### config.mk
export PLATFORM = sky130hd
export DESIGN_NAME = wb_program_loader
export DESIGN_NICKNAME = d
export VERILOG_FILES = /design/src/rtl/wb_program_loader.sv
export SDC_FILE = /design/constraint.sdc
export NUM_CORES = 1
export LEC_CHECK = 0
export ABC_AREA = 1
export BUFFER_PORTS_ARGS = -buffer_cell sky130_fd_sc_hd__buf_2
export CORE_MARGIN = 3
export CORE_UTILIZATION = 50
export CTS_BUF_LIST = sky130_fd_sc_hd__clkbuf_8
export CTS_CLUSTER_SIZE = 24
export DETAILED_ROUTE_END_ITERATION = 6
export PLACE_DENSITY_LB_ADDON = 0.08
export SLEW_MARGIN = 20
export SYNTH_ARGS = -nofsm -noshare
export SYNTH_HDL_FRONTEND = slang
export SYNTH_SLANG_ARGS = --single-unit
### constraint.sdc
create_clock -name clk -period 3.45 [get_ports clk]
set_clock_uncertainty 0.15 [all_clocks]
set_input_delay 0.69 -clock clk [delete_from_list [all_inputs] [get_ports clk]]
set_output_delay 0.69 -clock clk [all_outputs]
set_load 0.005 [all_outputs]
### src/rtl/wb_program_loader.sv
// Wishbone master that copies a streamed program image into memory,
// then hands the memory over to the core via core_select.
//
// Ports:
//   clk, reset             clock, synchronous active-high reset
//   start, len             begin a load of len words (IDLE/DONE/ERROR only)
//   pause                  hold the transfer; cyc stays high, stb drops
//   src_valid/data/ready   input word stream
//   cyc, stb, we           Wishbone master control
//   ADR_O, DAT_O, ack      Wishbone address, data and acknowledge
//   core_select            0 = loader owns memory, 1 = core owns memory
//   busy, done, err        status: active, completion pulse, sticky timeout
//   words_written          acked writes in the current load
module wb_program_loader #(
   parameter int                DATA_W      = 32,
   parameter int                ADDR_W      = 32,
   parameter logic [ADDR_W-1:0] BASE_ADDR   = '0,
   parameter int                ACK_TIMEOUT = 64
) (
   input  logic              clk,
   input  logic              reset,
   input  logic              start,
   input  logic [ADDR_W-1:0] len,
   input  logic              pause,
   input  logic              src_valid,
   input  logic [DATA_W-1:0] src_data,
   output logic              src_ready,
   output logic              cyc,
   output logic              stb,
   output logic              we,
   output logic [ADDR_W-1:0] ADR_O,
   output logic [DATA_W-1:0] DAT_O,
   input  logic              ack,
   output logic              core_select,
   output logic              busy,
   output logic              done,
   output logic              err,
   output logic [ADDR_W-1:0] words_written
);

   localparam int TMR_W = $clog2(ACK_TIMEOUT);
   localparam logic [TMR_W-1:0] TMR_LAST = TMR_W'(ACK_TIMEOUT - 1);

   typedef enum logic [2:0] {
      S_IDLE,
      S_FETCH,
      S_WRITE,
      S_PAUSE,
      S_DONE,
      S_ERROR
   } state_t;

   state_t            state_q, state_d;
   logic              cyc_q, cyc_d;
   logic              stb_q, stb_d;
   logic              we_q, we_d;
   logic [ADDR_W-1:0] adr_q, adr_d;
   logic [DATA_W-1:0] dat_q, dat_d;
   logic              core_q, core_d;
   logic              busy_q, busy_d;
   logic              done_q, done_d;
   logic              err_q, err_d;
   logic [ADDR_W-1:0] cnt_q, cnt_d;
   logic [ADDR_W-1:0] len_q, len_d;
   logic [ADDR_W-1:0] addr_q, addr_d;
   logic [TMR_W-1:0]  tmr_q, tmr_d;

   always_comb begin
      state_d   = state_q;
      cyc_d     = cyc_q;
      stb_d     = stb_q;
      we_d      = we_q;
      adr_d     = adr_q;
      dat_d     = dat_q;
      core_d    = core_q;
      done_d    = 1'b0;
      err_d     = err_q;
      cnt_d     = cnt_q;
      len_d     = len_q;
      addr_d    = addr_q;
      tmr_d     = tmr_q;
      src_ready = 1'b0;

      case (state_q)
         S_IDLE, S_DONE, S_ERROR: begin
            if (start) begin
               len_d  = len;
               addr_d = BASE_ADDR;
               cnt_d  = '0;
               err_d  = 1'b0;
               core_d = 1'b0;
               if (len == '0) begin
                  state_d = S_DONE;
                  done_d  = 1'b1;
                  core_d  = 1'b1;
               end else begin
                  state_d = S_FETCH;
                  cyc_d   = 1'b1;
               end
            end
         end
         S_FETCH: begin
            src_ready = !pause;
            if (src_valid && !pause) begin
               dat_d   = src_data;
               adr_d   = addr_q;
               stb_d   = 1'b1;
               we_d    = 1'b1;
               tmr_d   = '0;
               state_d = S_WRITE;
            end
         end
         S_WRITE: begin
            // ack beats pause: a word acked here is always counted
            if (ack) begin
               stb_d  = 1'b0;
               addr_d = addr_q + ADDR_W'(1);
               cnt_d  = cnt_q + ADDR_W'(1);
               if (cnt_q + ADDR_W'(1) == len_q) begin
                  state_d = S_DONE;
                  cyc_d   = 1'b0;
                  we_d    = 1'b0;
                  core_d  = 1'b1;
                  done_d  = 1'b1;
               end else begin
                  state_d = S_FETCH;
               end
            end else if (pause) begin
               stb_d   = 1'b0;
               state_d = S_PAUSE;
            end else if (tmr_q == TMR_LAST) begin
               state_d = S_ERROR;
               cyc_d   = 1'b0;
               stb_d   = 1'b0;
               we_d    = 1'b0;
               err_d   = 1'b1;
            end else begin
               tmr_d = tmr_q + TMR_W'(1);
            end
         end
         S_PAUSE: begin
            // same word is re-presented; ADR/DAT never changed
            if (!pause) begin
               stb_d   = 1'b1;
               tmr_d   = '0;
               state_d = S_WRITE;
            end
         end
         default: state_d = S_IDLE;
      endcase

      busy_d = (state_d == S_FETCH) || (state_d == S_WRITE) ||
               (state_d == S_PAUSE);
   end

   always_ff @(posedge clk) begin
      if (reset) begin
         state_q <= S_IDLE;
         cyc_q   <= 1'b0;
         stb_q   <= 1'b0;
         we_q    <= 1'b0;
         adr_q   <= '0;
         dat_q   <= '0;
         core_q  <= 1'b0;
         busy_q  <= 1'b0;
         done_q  <= 1'b0;
         err_q   <= 1'b0;
         cnt_q   <= '0;
         len_q   <= '0;
         addr_q  <= '0;
         tmr_q   <= '0;
      end else begin
         state_q <= state_d;
         cyc_q   <= cyc_d;
         stb_q   <= stb_d;
         we_q    <= we_d;
         adr_q   <= adr_d;
         dat_q   <= dat_d;
         core_q  <= core_d;
         busy_q  <= busy_d;
         done_q  <= done_d;
         err_q   <= err_d;
         cnt_q   <= cnt_d;
         len_q   <= len_d;
         addr_q  <= addr_d;
         tmr_q   <= tmr_d;
      end
   end

   assign cyc           = cyc_q;
   assign stb           = stb_q;
   assign we            = we_q;
   assign ADR_O         = adr_q;
   assign DAT_O         = dat_q;
   assign core_select   = core_q;
   assign busy          = busy_q;
   assign done          = done_q;
   assign err           = err_q;
   assign words_written = cnt_q;

endmodule

Yosys cells after proc, flatten, opt, wreduce, memory -nomap -nowiden

Cells that the tools add are included.

Register bits after elaboration: 176
Bits of input ports: 70
Output and inout bits: 104
Logic and storage cells: 108

Add/sub/neg operators: 3
Equality and inequality tests: 24
Mux-type cells: 48
Reductions and logical operators: 19

Operator list:

| cell                  | number |
|---|---|
| $pmux 32 s2           | 2 |
| $mux 32               | 3 |
| $add 32x1->32 const B | 2 |
| $eq 32x32->1          | 1 |
| $logic_not 32->1      | 1 |
| $mux 6                | 5 |
| $mux 3                | 8 |
| $mux 1                | 22 |
| $ne 2x2->1 const B    | 10 |
| $pmux 6 s3            | 1 |
| $eq 3x2->1 const B    | 4 |
| $pmux 3 s4            | 1 |
| $reduce_and 6->1      | 2 |
| $pmux 1 s2            | 5 |
| $reduce_and 5->1      | 2 |
| $ne 3x3->1 const B    | 3 |
| $reduce_and 4->1      | 2 |
| $add 6x1->6 const B   | 1 |
| $eq 3x1->1 const B    | 2 |
| $eq 3x3->1 const B    | 2 |
| $eq 6x6->1 const B    | 1 |
| $ne 4x4->1 const B    | 1 |
| $reduce_and 2->1      | 2 |
| $reduce_bool 2->1     | 2 |
| other kinds (8)       | 9 |

Longest topological paths before layout

Depth in word-level cells: 8
Gate-level depth with buffers: 18
Gate-level depth less buffers: 18

Worst setup path after synthesis

No wires, ideal clock.

Path kind: register to register
Start: register cnt_q[0] (netlist: words_written[0])
End: register cyc_q (netlist: cyc)
Setup time: 0.132 ns
Data arrival time: 2.119 ns
Data required time: 3.168 ns
Slack: 1.048 ns
Stages on the path, launching flop included: 19
Buffers on the path: 0
Clock period less this slack: 2.402 ns
Cell sequence: dfxtp_1 > ha_1 > nand2_1 > nor2_4 > nand2_1 > nor2_2 > nand2_1 > nand2_1 > nand2_1 > nand2_1 > nand2_1 > nor2_1 > nand2_1 > nor2_1 > nand4_1 > nand3_1 > nand2_1 > nand2_1 > a21oi_1

Cells in the longest elaborated chain, start to end: 4

Ends and longest elaborated chain:

| element                    | line | source |
|---|---|---|
| from (decl)                | 63   | `logic [ADDR_W-1:0] cnt_q, cnt_d;` |
| from (signal assigned)     | 183  | `cnt_q <= cnt_d;` |
| $add 32x1->32              | 119  | `if (cnt_q + ADDR_W'(1) == len_q) begin` |
| $eq 32x32->1               | 119  |  |
| $ne 3x3->1 (no line)       | --   |  |
| $reduce_and 6->1 (no line) | --   |  |
| to (signal assigned)       | 174  | `cyc_q <= cyc_d;` |
| to (decl)                  | 54   | `logic cyc_q, cyc_d;` |

No other way between the ends.
A chain may end at the register's enable or synchronous reset.

Worst setup path in the final report

Start: register cnt_q[0] (netlist: words_written[0])
End: register state_q[2]

Cells in the longest elaborated chain, start to end: 5

Ends and longest elaborated chain:

| element              | line | source |
|---|---|---|
| $add 32x1->32        | 119  |  |
| $eq 32x32->1         | 119  |  |
| $mux 3               | 119  |  |
| $mux 3               | 115  | `if (ack) begin` |
| $pmux 3 s4           | 84   | `case (state_q)` |
| to (signal assigned) | 173  | `state_q <= state_d;` |
| to (decl)            | 53   | `state_t state_q, state_d;` |

No other way between the ends.

==> impl_metrics.env <==
export IMPL_outcome="complete, no violations"
export IMPL_chipWidth_um=136
export IMPL_min_period_over_period=0.844
export IMPL_worst_pin_slew_ns=0.855
export IMPL_design_core_area_um2=16200
export IMPL_antennaDiodeCount=0
export IMPL_critPathCaptureType="register"
export IMPL_synth_xor_area_frac=0.00413
export IMPL_synth_top_cell_area_share=0.415
export IMPL_vias=8721
export IMPL_gpl_final_weighted_congestion=0.932
export IMPL_synth_seq_cells=176
export IMPL_power_uw=4120
export IMPL_worstSetupPathType="reg -> reg"
export IMPL_synth_fa_ha_area_frac=0.00442
export IMPL_drcViolationCount=0
export IMPL_antenna_found_initial=0
export IMPL_layoutNonFillerInstCount=1680
export IMPL_drt_antenna_violating_nets=0
export IMPL_power_density_nw_per_um2=415
export IMPL_worstHoldStart="stb"
export IMPL_synth_simple_gate_area_share=0.344
export IMPL_synth_net_count=1365
export IMPL_worstSetupStartpoint="words_written[0]"
export IMPL_fp_dieArea_um2=18600
export IMPL_clock_root_buffer="clkbuf_8"
export IMPL_yosysSeqAreaShare=0.415
export IMPL_worst_endpoint_required_ns=3.70
export IMPL_vias_per_cell=5.19
export IMPL_share_of_final_layout_standard_cells_stronger_than_drive_strength_1=0.170
export IMPL_worst_path_most_repeated_cell="nand2_1"
export IMPL_timing_critical_path_arrival_ns=3.16
export IMPL_clock_sinks=176
export IMPL_synth_compound_gate_area_share=0.150
export IMPL_worst_hold_slack_ns=0.313
export IMPL_power_leakage_uw=0.00430
export IMPL_netlist_instances=1292
export IMPL_synth_area_top_cells="dfxtp_1 42%, nand2_1 14%, nor2_1 8.5%"
export IMPL_cts_repair_resize_count=0
export IMPL_final_period_minus_worst_setup_slack_ns=2.91
export IMPL_synth_area_mux_share=0
export IMPL_cts_root_to_sink_buffers=2
export IMPL_grt_total_usage=0.260
export IMPL_drt_wl_total_um=24400
export IMPL_synth_edff_count=0
export IMPL_yosysUniqueCellTypes=40
export IMPL_timing_critical_path_cells="ha_1 > nand2_1 > nor2_4 > nand2_2 > nor2_1 > nand2_1 > nand3_1 > nand2_1 > nor2_1 > nand3_1 > nor2_1 > nand4_1 > nand3b_1 > nand3_1 > nand2_1 > inv_1"
export IMPL_mostFrequentLayoutCell="nand2_1"
export IMPL_synth_area_per_inst_um2=6.57
export IMPL_initialDrtViolationCount=598
export IMPL_portBuffers=173
export IMPL_first_global_vias=8009
export IMPL_initial_core_util=0.523
export IMPL_dp_slack_ns=0.554
export IMPL_hold_crit_path_type="reg -> reg"
export IMPL_grt_start_max_net_pins=100
export IMPL_cap_violations=0
export IMPL_highest_fanout_seen_on_the_critical_path=8
export IMPL_row_count=46
export IMPL_synth_warning_count=0
export IMPL_crit_path_start_kind="register"
export IMPL_max_slew_margin=0.430
export IMPL_cts_clk_slew_worst_paths_ns=0.10
export IMPL_residual_overflow_from_global_routing=0
export IMPL_post_synth_instance_area_um2=8490
export IMPL_synth_top_cell_by_area="dfxtp_1"
export IMPL_final_setup_worst_slack_ns=0.538
export IMPL_final_hold_viol_count=0
export IMPL_cts_inserted_buffers=17
export IMPL_global_route_wire_length_before_repair_um=39200
export IMPL_most_common_layout_cells="306 x nand2_1, 191 x nor2_1, 176 x dfxtp_1, 173 x buf_2, 136 x inv_1"
export IMPL_htree_levels=4
export IMPL_rsz_0062_raised_after_global_routing="no"
export IMPL_setup_violations_final=0
export IMPL_critPathSlowestCell="dfxtp_1"
export IMPL_clkLatencyLatePin_ns=0.46
export IMPL_final_max_slew_viol_count=0
export IMPL_fp_dieH_um=136
export IMPL_postCtsSetupBuffers=0
export IMPL_critPathMaxStageDelay_ns=0.46
export IMPL_postSynth_asyncResetShare=0
export IMPL_setup_total_negative_slack_ns=0
export IMPL_post_dp_hpwl_um=17900
export IMPL_filler_cell_count=1626
export IMPL_area_delta_synth_final_pct=17.1
export IMPL_ir_worst_vdd_mv=0.330
export IMPL_boundaryPins=174
export IMPL_drt_pre_antenna_iters=5
export IMPL_dpl_cell_count=1649
export IMPL_crit_reg2reg_launch="words_written[0]"
export IMPL_num_nets_final=1525
export IMPL_clock_tree_from_tritoncts="built"
export IMPL_clock_fmax_mhz=343
export IMPL_hold_bufs_at_cts=0
export IMPL_dominant_combinational_cell_family_by_area_after_synthesis="simple AND/OR/NAND/NOR gates"
export IMPL_wire_per_inst_um=14.5
export IMPL_synth_top_flop_cell="dfxtp_1"
## layout make-up
class | instances | area (um2) | area share
Inverter | 142 | 533 | 0.0537
Tap cell | 216 | 270 | 0.0272
Clock inverter | 14 | 145 | 0.0146
Sequential cell | 176 | 3520 | 0.355
Timing Repair Buffer | 183 | 953 | 0.0960
Multi-Input combinational cell | 932 | 4270 | 0.430
Clock buffer | 17 | 234 | 0.0236
## worst max-delay path, delay by kind of cell, from the launching register on
kind / cells / cell delay (ns)
adders and majority gates: 1 / 0.23
DFF: 1 / 0.46
buffers and inverters: 1 / 0.07
and+or+nand+nor: 14 / 1.94
## registers in the layout, summed over array words and instances, names as in the netlist
register	cells
busy	1
DAT_O	32
err	1
cyc	1
done	1
core_select	1
we	1
addr_q	32
stb	1
tmr_q	6
state_q	3
len_q	32
ADR_O	32
words_written	32
## kinds of logic after synthesis
family                   Yosys count
adder cells (fa/ha/maj)            3
XOR/XNOR                           4
AND/OR/NAND/NOR                  679
flip-flops                       176
buffers and inverters            184
AO/OA/AOI/OAI                    246
## worst paths after layout
check | end | slack, ns | cells past startpoint
setup reg to reg | state_q[2] | 0.54 | 16
setup / recovery | state_q[2] | 0.54 | 16
hold / removal | stb | 0.31 | 2
hold reg to reg | stb | 0.31 | 2
## metal layers
metal / track usage / part of all wire / up-vias
met4: 0.0694 / 0.019 / 0
met1: 0.328 / 0.43 / 3947
met3: 0.0677 / 0.067 / 30
met5: 0 / 0 / -
met2: 0.444 / 0.48 / 241
li1: - / - / 4503
## report_power, final
| part | total (uW) | switching, uW | internal, uW |
|---|---|---|---|
| Clock | 1420 | 828 | 595 |
| Sequential | 2170 | 47.0 | 2120 |
| Combinational | 532 | 341 | 190 |
| Total | 4120 | 1220 | 2910 |
## per-stage QoR
step	utilization	area, um2
global route	0.612	9930
floorplan	-	8490
global placement	0.589	9550
detailed placement	0.589	9550
finish	0.612	9930
CTS	0.612	9930
## synth_stat cells (2+ instances only)
master,number
xor2_1,3
a211oi_1,4
inv_2,5
nand4_1,16
nand3_1,101
and2_1,2
o21ai_1,2
nor2_2,11
o21ai_0,113
clkinv_1,2
nor2_1,192
buf_2,2
clkbuf_1,38
nand2_2,4
nor3_1,14
ha_1,3
o21a_1,5
a21oi_1,115
nand2_1,307
nor4_1,15
nand3b_1,4
buf_1,2
dfxtp_1,176
inv_1,135
nor2_4,6
No activity file was read; power rests on OpenSTA's default activity.
